$ cat config.mk
export PLATFORM = sky130hd
export DESIGN_NAME = mp_add_seq_flat
export DESIGN_NICKNAME = d
export VERILOG_FILES = /design/src/rtl/mp_add_seq_pkg.sv /design/src/rtl/mp_add_seq_if.sv /design/src/rtl/FA_4.sv /design/src/rtl/LSB_RCA.sv /design/src/rtl/mp_add_seq.sv /design/src/flat_wrapper.sv
export SDC_FILE = /design/constraint.sdc
export NUM_CORES = 1
export LEC_CHECK = 0
export CORE_UTILIZATION = 59
export DETAILED_ROUTE_END_ITERATION = 12
export DONT_BUFFER_PORTS = 1
export GPL_TIMING_DRIVEN = 0
export PLACE_DENSITY = 0.75
export SLEW_MARGIN = 0
export SYNTH_ARGS = -nofsm -noshare
export SYNTH_HDL_FRONTEND = slang
export SYNTH_SLANG_ARGS = --single-unit
$ cat constraint.sdc
create_clock -name clk -period 8.9 [get_ports clk]
set_input_delay 2.67 -clock clk [delete_from_list [all_inputs] [get_ports clk]]
set_output_delay 2.67 -clock clk [all_outputs]
set_load 0.1 [all_outputs]
$ cat src/rtl/mp_add_seq_pkg.sv
// Shared definitions for the multi-precision add/subtract sequencer:
// the FSM state type, the adder slice width and the index-width helpers.
package mp_add_seq_pkg;

    localparam int unsigned SLICE_W = 16;

    typedef enum logic [1:0] {
        StIdle = 2'd0,
        StRun  = 2'd1,
        StDone = 2'd2
    } state_e;

    function automatic int unsigned clog2(input int unsigned n);
        int unsigned r;
        r = 0;
        while ((32'd1 << r) < n) r++;
        return r;
    endfunction

    // Word index never narrower than one bit, even for single-word operands.
    function automatic int unsigned idx_width(input int unsigned n);
        return (clog2(n) < 1) ? 1 : clog2(n);
    endfunction

endpackage

$ cat src/rtl/mp_add_seq_if.sv
// Request/result bundle between the ALU control (master) and the sequencer (slave).
interface mp_add_seq_if #(
    parameter int unsigned WORDS = 4
);
    import mp_add_seq_pkg::*;

    logic                       start;
    logic                       op_sub;
    logic [SLICE_W*WORDS-1:0]   a_in;
    logic [SLICE_W*WORDS-1:0]   b_in;
    logic                       busy;
    logic                       done;
    logic [SLICE_W*WORDS-1:0]   result;
    logic                       carry_out;
    logic                       overflow;

    modport master (
        output start, op_sub, a_in, b_in,
        input  busy, done, result, carry_out, overflow
    );

    modport slave (
        input  start, op_sub, a_in, b_in,
        output busy, done, result, carry_out, overflow
    );

endinterface

$ cat src/rtl/FA_4.sv
// 4-bit ripple-carry adder nibble built from generate/propagate terms.
module FA_4 (
    input  logic [3:0] a,
    input  logic [3:0] b,
    input  logic       c_in,
    output logic [3:0] s,
    output logic       c_out
);
    logic [3:0] p;
    logic [3:0] g;
    logic       c0, c1, c2, c3;

    assign p = a ^ b;
    assign g = a & b;

    assign c0 = g[0] | (p[0] & c_in);
    assign c1 = g[1] | (p[1] & c0);
    assign c2 = g[2] | (p[2] & c1);
    assign c3 = g[3] | (p[3] & c2);

    assign s     = p ^ {c2, c1, c0, c_in};
    assign c_out = c3;

endmodule

$ cat src/rtl/LSB_RCA.sv
// Shared 16-bit ripple-carry adder: four chained FA_4 nibbles.
module LSB_RCA (
    input  logic [15:0] a,
    input  logic [15:0] b,
    input  logic        c_in,
    output logic [15:0] s,
    output logic        c_out
);
    logic c4, c8, c12;

    FA_4 u_fa0 (.a(a[3:0]),   .b(b[3:0]),   .c_in(c_in), .s(s[3:0]),   .c_out(c4));
    FA_4 u_fa1 (.a(a[7:4]),   .b(b[7:4]),   .c_in(c4),   .s(s[7:4]),   .c_out(c8));
    FA_4 u_fa2 (.a(a[11:8]),  .b(b[11:8]),  .c_in(c8),   .s(s[11:8]),  .c_out(c12));
    FA_4 u_fa3 (.a(a[15:12]), .b(b[15:12]), .c_in(c12),  .s(s[15:12]), .c_out(c_out));

endmodule

$ cat src/rtl/mp_add_seq.sv
// Multi-precision add/subtract: streams WORDS 16-bit slices LSB first through
// the shared LSB_RCA adder, one slice per clock, with a registered inter-word carry.
module mp_add_seq
    import mp_add_seq_pkg::*;
#(
    parameter int unsigned WORDS = 4,
    parameter int unsigned W     = SLICE_W
) (
    input logic          clk,
    input logic          rst_n,
    mp_add_seq_if.slave  bus
);
    localparam int unsigned   IW   = idx_width(WORDS);
    localparam logic [IW-1:0] LAST = IW'(WORDS - 1);

    state_e             state_q, state_d;
    logic [IW-1:0]      idx_q, idx_d, idx_inc;
    logic               carry_q, carry_d;
    logic               sub_q, sub_d;
    logic               cout_q, cout_d;
    logic               ovf_q, ovf_d;
    logic [W*WORDS-1:0] a_q, a_d;
    logic [W*WORDS-1:0] b_q, b_d;
    logic [W-1:0]       res_q [WORDS];
    logic [W-1:0]       res_d [WORDS];
    logic [W-1:0]       a_w [WORDS];
    logic [W-1:0]       b_w [WORDS];

    logic [W-1:0]       add_a, add_b, add_s;
    logic               add_ci, add_co;

    for (genvar g = 0; g < WORDS; g++) begin : g_words
        assign a_w[g]                = a_q[g*W +: W];
        assign b_w[g]                = b_q[g*W +: W];
        assign bus.result[g*W +: W]  = res_q[g];
    end

    // b_q already holds ~B for subtraction, so A-B becomes A + ~B + 1.
    assign add_a  = a_w[idx_q];
    assign add_b  = b_w[idx_q];
    assign add_ci = (idx_q == '0) ? sub_q : carry_q;

    LSB_RCA u_rca (
        .a     (add_a),
        .b     (add_b),
        .c_in  (add_ci),
        .s     (add_s),
        .c_out (add_co)
    );

    // Bitwise incrementer for the word index; no arithmetic operators here.
    always_comb begin : p_idx_inc
        logic c;
        c       = 1'b1;
        idx_inc = idx_q;
        for (int i = 0; i < IW; i++) begin
            idx_inc[i] = idx_q[i] ^ c;
            c          = c & idx_q[i];
        end
    end

    always_comb begin
        state_d = state_q;
        idx_d   = idx_q;
        carry_d = carry_q;
        sub_d   = sub_q;
        cout_d  = cout_q;
        ovf_d   = ovf_q;
        a_d     = a_q;
        b_d     = b_q;
        res_d   = res_q;

        unique case (state_q)
            StIdle, StDone: begin
                if (bus.start) begin
                    state_d = StRun;
                    a_d     = bus.a_in;
                    b_d     = bus.op_sub ? ~bus.b_in : bus.b_in;
                    sub_d   = bus.op_sub;
                    idx_d   = '0;
                end else begin
                    state_d = StIdle;
                end
            end
            StRun: begin
                res_d[idx_q] = add_s;
                carry_d      = add_co;
                if (idx_q == LAST) begin
                    state_d = StDone;
                    cout_d  = add_co;
                    ovf_d   = (add_a[W-1] == add_b[W-1]) && (add_s[W-1] != add_a[W-1]);
                end else begin
                    idx_d = idx_inc;
                end
            end
            default: state_d = StIdle;
        endcase
    end

    always_ff @(posedge clk) begin
        if (!rst_n) begin
            state_q <= StIdle;
            idx_q   <= '0;
            carry_q <= 1'b0;
            sub_q   <= 1'b0;
            cout_q  <= 1'b0;
            ovf_q   <= 1'b0;
            a_q     <= '0;
            b_q     <= '0;
            res_q   <= '{default: '0};
        end else begin
            state_q <= state_d;
            idx_q   <= idx_d;
            carry_q <= carry_d;
            sub_q   <= sub_d;
            cout_q  <= cout_d;
            ovf_q   <= ovf_d;
            a_q     <= a_d;
            b_q     <= b_d;
            res_q   <= res_d;
        end
    end

    assign bus.busy      = (state_q == StRun);
    assign bus.done      = (state_q == StDone);
    assign bus.carry_out = cout_q;
    assign bus.overflow  = ovf_q;

endmodule

$ cat src/flat_wrapper.sv
// flat-port wrapper written by rule: the top's interface ports become plain ports
module mp_add_seq_flat import mp_add_seq_pkg::*;
#(
    parameter int unsigned WORDS = 4,
    parameter int unsigned W     = SLICE_W
)
  (clk, rst_n, bus_start, bus_op_sub, bus_a_in, bus_b_in, bus_busy, bus_done, bus_result, bus_carry_out, bus_overflow);
  mp_add_seq_if #(.WORDS(WORDS)) bus_i ();
  input logic clk;
  input logic rst_n;
  input wire logic [$bits(bus_i.start)-1:0] bus_start;
  input wire logic [$bits(bus_i.op_sub)-1:0] bus_op_sub;
  input wire logic [$bits(bus_i.a_in)-1:0] bus_a_in;
  input wire logic [$bits(bus_i.b_in)-1:0] bus_b_in;
  output wire logic [$bits(bus_i.busy)-1:0] bus_busy;
  output wire logic [$bits(bus_i.done)-1:0] bus_done;
  output wire logic [$bits(bus_i.result)-1:0] bus_result;
  output wire logic [$bits(bus_i.carry_out)-1:0] bus_carry_out;
  output wire logic [$bits(bus_i.overflow)-1:0] bus_overflow;
  assign bus_i.start = bus_start;
  assign bus_i.op_sub = bus_op_sub;
  assign bus_i.a_in = bus_a_in;
  assign bus_i.b_in = bus_b_in;
  assign bus_busy = bus_i.busy;
  assign bus_done = bus_i.done;
  assign bus_result = bus_i.result;
  assign bus_carry_out = bus_i.carry_out;
  assign bus_overflow = bus_i.overflow;
  mp_add_seq #(.WORDS(WORDS), .W(W)) u_core (.clk(clk), .rst_n(rst_n), .bus(bus_i));
endmodule
==> results.cfg <==
[logic_synthesis]
synth_ff_type = dfxtp_1
synth_common_cells = nand2_1 (320), dfxtp_1 (200), a21boi_0 (110)
synthArstFlopShare = 0
muxShareOfSynthArea = 0.0801
syn_inst = 945
yosys-top-cells-area = dfxtp_1 (44%), nand2_1 (13%), a21boi_0 (9.0%)
syn_avg_cell_area_um2 = 9.72
ys_seq_elements = 200
synth-xor-area-share = 0.0610
synth_top_area_frac = 0.436
syn_area_um2 = 9190
synth_top_family_by_area = compound AO/OA/AOI/OAI gates
synth_adder_area_share = 0.0417
synth-compound-area-share = 0.182
yosysTopAreaCell = dfxtp_1
synth-simple-area-share = 0.151
synth-edff-count = 0
ys_warn_count = 0
yosysSeqAreaShare = 0.436
yosys.cell_types.count = 34
synth_most_common_cell = nand2_1
synth_fp_nets = 1098

[timing]
fmax_ghz = 0.116
rsz0062_at_grt = false
tns_ns = 0
tightest_slew_ns = 1.12
fin_skew_ns = 0.00725
period_minus_slack_ns = 8.60
slew_headroom = 0.253
setup_viol = 0
slew_viol_final = 0
timing.final.crit_share = 0.966
hold_viol_final = 0

[clock_network]
cts_root_buf = clkbuf_16
post_cts_buffers = 0
cts.clk_slew.worst_paths_ns = 0.07
clk_latency_ns = 0.44
cts_buffer_depth = 2
holdBufCountCts = 0
cts_buffers = 17
cts_max_level = 4
cts_tree = done
cts.sinks = 200

[critical_path]
critPathBufInv = 4
cpMostUsedCell = fa_1
cp_top_family = adder cells
crit_required_ns = 9.27
slowest_delay_ns = 0.50
arrival_ns = 8.97
worstSetupEndpointType = register
cpMaxStageDelayCell = fa_2
crit_fanout = 10
start_kind = register
path_class = register to register
cp.depth = 25
ff2ff_path_depth = 25

[route]
first_pass_iters = 5
via_count = 6745
routed_wl_mm = 23.5
wire_per_inst_um = 20.2
drt_iter0_drc = 518
drc_errors = 0
ant_nets = 0
vias_per_cell = 5.79

[grt]
grt_pass1_wl_mm = 36.5
grt_usage = 0.307
grt_max_degree = 17
antenna_found_initial = 0
grt_pass1_vias = 6536
grt_overflow = 0

[pwr]
peakVddDrop_v = 0.000146
p_leak_nw = 4.25
power.density_nw_per_um2 = 208

[layout]
finalNetCount = 1116
fill_cells = 1265
antenna_cells = 0
area_delta_synth_final_pct = 8.61
drive_gt1_frac = 0.127
utilization = 0.656

[die]
die_w_um = 127
io_pins = 200
num_rows = 45
die_h_um = 127
dieArea_um2 = 16100
core_um2 = 15200
initial_core_util = 0.604

[worst_hold_path]
min_path_type = register to register
hold_path_depth = 2

[outcome]
status = complete, no violations

[place]
gp_congestion = 0.830
dp_hpwl_mm = 17.9
port-buffer-count = 0

[run]
maxCapViolations = 0
## worst min-delay path: cells and delay by family, from the launching register on
kind,cells,cell delay (ns)
AO/OA/AOI/OAI,1,0.05
flip-flops,1,0.31
AND/OR/NAND/NOR,1,0.05
## power breakdown
part / switching (W) / internal, W
Clock: 0.000344 / 0.000393
Combinational: 0.000173 / 0.000129
Sequential: 0.0000885 / 0.000949
## repair_timing
item,in CTS,in global routing
endpoints found under the hold margin,0,0
endpoints found under the setup margin,1,5
gates resized for setup,1,4
## metal layers
metal | track usage | wire (µm) | vias up
met5 | 0 | 0 | -
met2 | 0.506 | 11100 | 270
met4 | 0.122 | 573 | 0
met1 | 0.386 | 9710 | 3209
met3 | 0.0784 | 2120 | 49
li1 | - | - | 3217
## state kept, by name, indices dropped and copies added (netlist names)
name and cells:
u_core.bus.carry_out 1, u_core.b_q 64, u_core.idx_q 2, u_core.carry_q 1, u_core.bus.result 64, u_core.a_q 64, u_core.sub_q 1, u_core.bus.overflow 1
u_core.state_q 2
## area by class of cell
type | count | area [µm²] | share of cell area
multi-input combinational | 659 | 4740 | 0.475
tap | 188 | 235 | 0.0236
inverter | 5 | 18.8 | 0.00188
clock buffer | 21 | 450 | 0.0451
buffer | 80 | 425 | 0.0426
sequential | 200 | 4000 | 0.401
clock inverter | 11 | 100 | 0.0100
## stage by stage
step                total power, W  instance area (µm²)  hold slack, ns  cells  worst slack [ns]
floorplan                  0.00126                 9190           0.432    945             0.800
finish                     0.00208                 9980           0.456   1164             0.303
global placement           0.00135                 9420           0.443   1133             0.119
detailed placement         0.00135                 9430           0.447   1133            0.0178
global route               0.00215                 9980           0.478   1164            0.0696
CTS                        0.00208                 9980           0.456   1165            0.0641
## path summary, 6_finish.rpt
path              startpoint                   to  slack (ns)
max          u_core.idx_q[0]  u_core.bus.overflow        0.30
min           u_core.a_q[50]       u_core.a_q[50]        0.46
max reg2reg  u_core.idx_q[0]  u_core.bus.overflow        0.30
min reg2reg   u_core.a_q[50]       u_core.a_q[50]        0.46
## cells by family (layout without fill, tap and decap cells)
| family | count (synthesis) | count (layout) |
|---|---|---|
| AND/OR/NAND/NOR | 342 | 342 |
| flip-flops | 200 | 200 |
| AO/OA/AOI/OAI | 199 | 199 |
| buffers and inverters | 86 | 117 |
| XOR/XNOR | 64 | 64 |
| multiplexers | 33 | 33 |
| adder cells (fa/ha/maj) | 21 | 21 |
## layout by cell type (no fill, tap or decap), types with 2 or more instances in the layout
cell type / n
o211a_1: 70
clkbuf_16: 17
and3b_1: 4
clkbuf_4: 2
nor2b_1: 2
clkinv_2: 3
buf_2: 36
nand2_1: 320
xnor2_1: 64
clkinvlp_4: 5
nand3b_1: 4
dfxtp_1: 200
fa_1: 15
mux4_2: 31
buf_4: 13
ha_1: 5
inv_1: 5
buf_6: 3
a21boi_1: 16
a21boi_0: 110
clkbuf_1: 28
No activity file was read; power rests on OpenSTA's default activity.
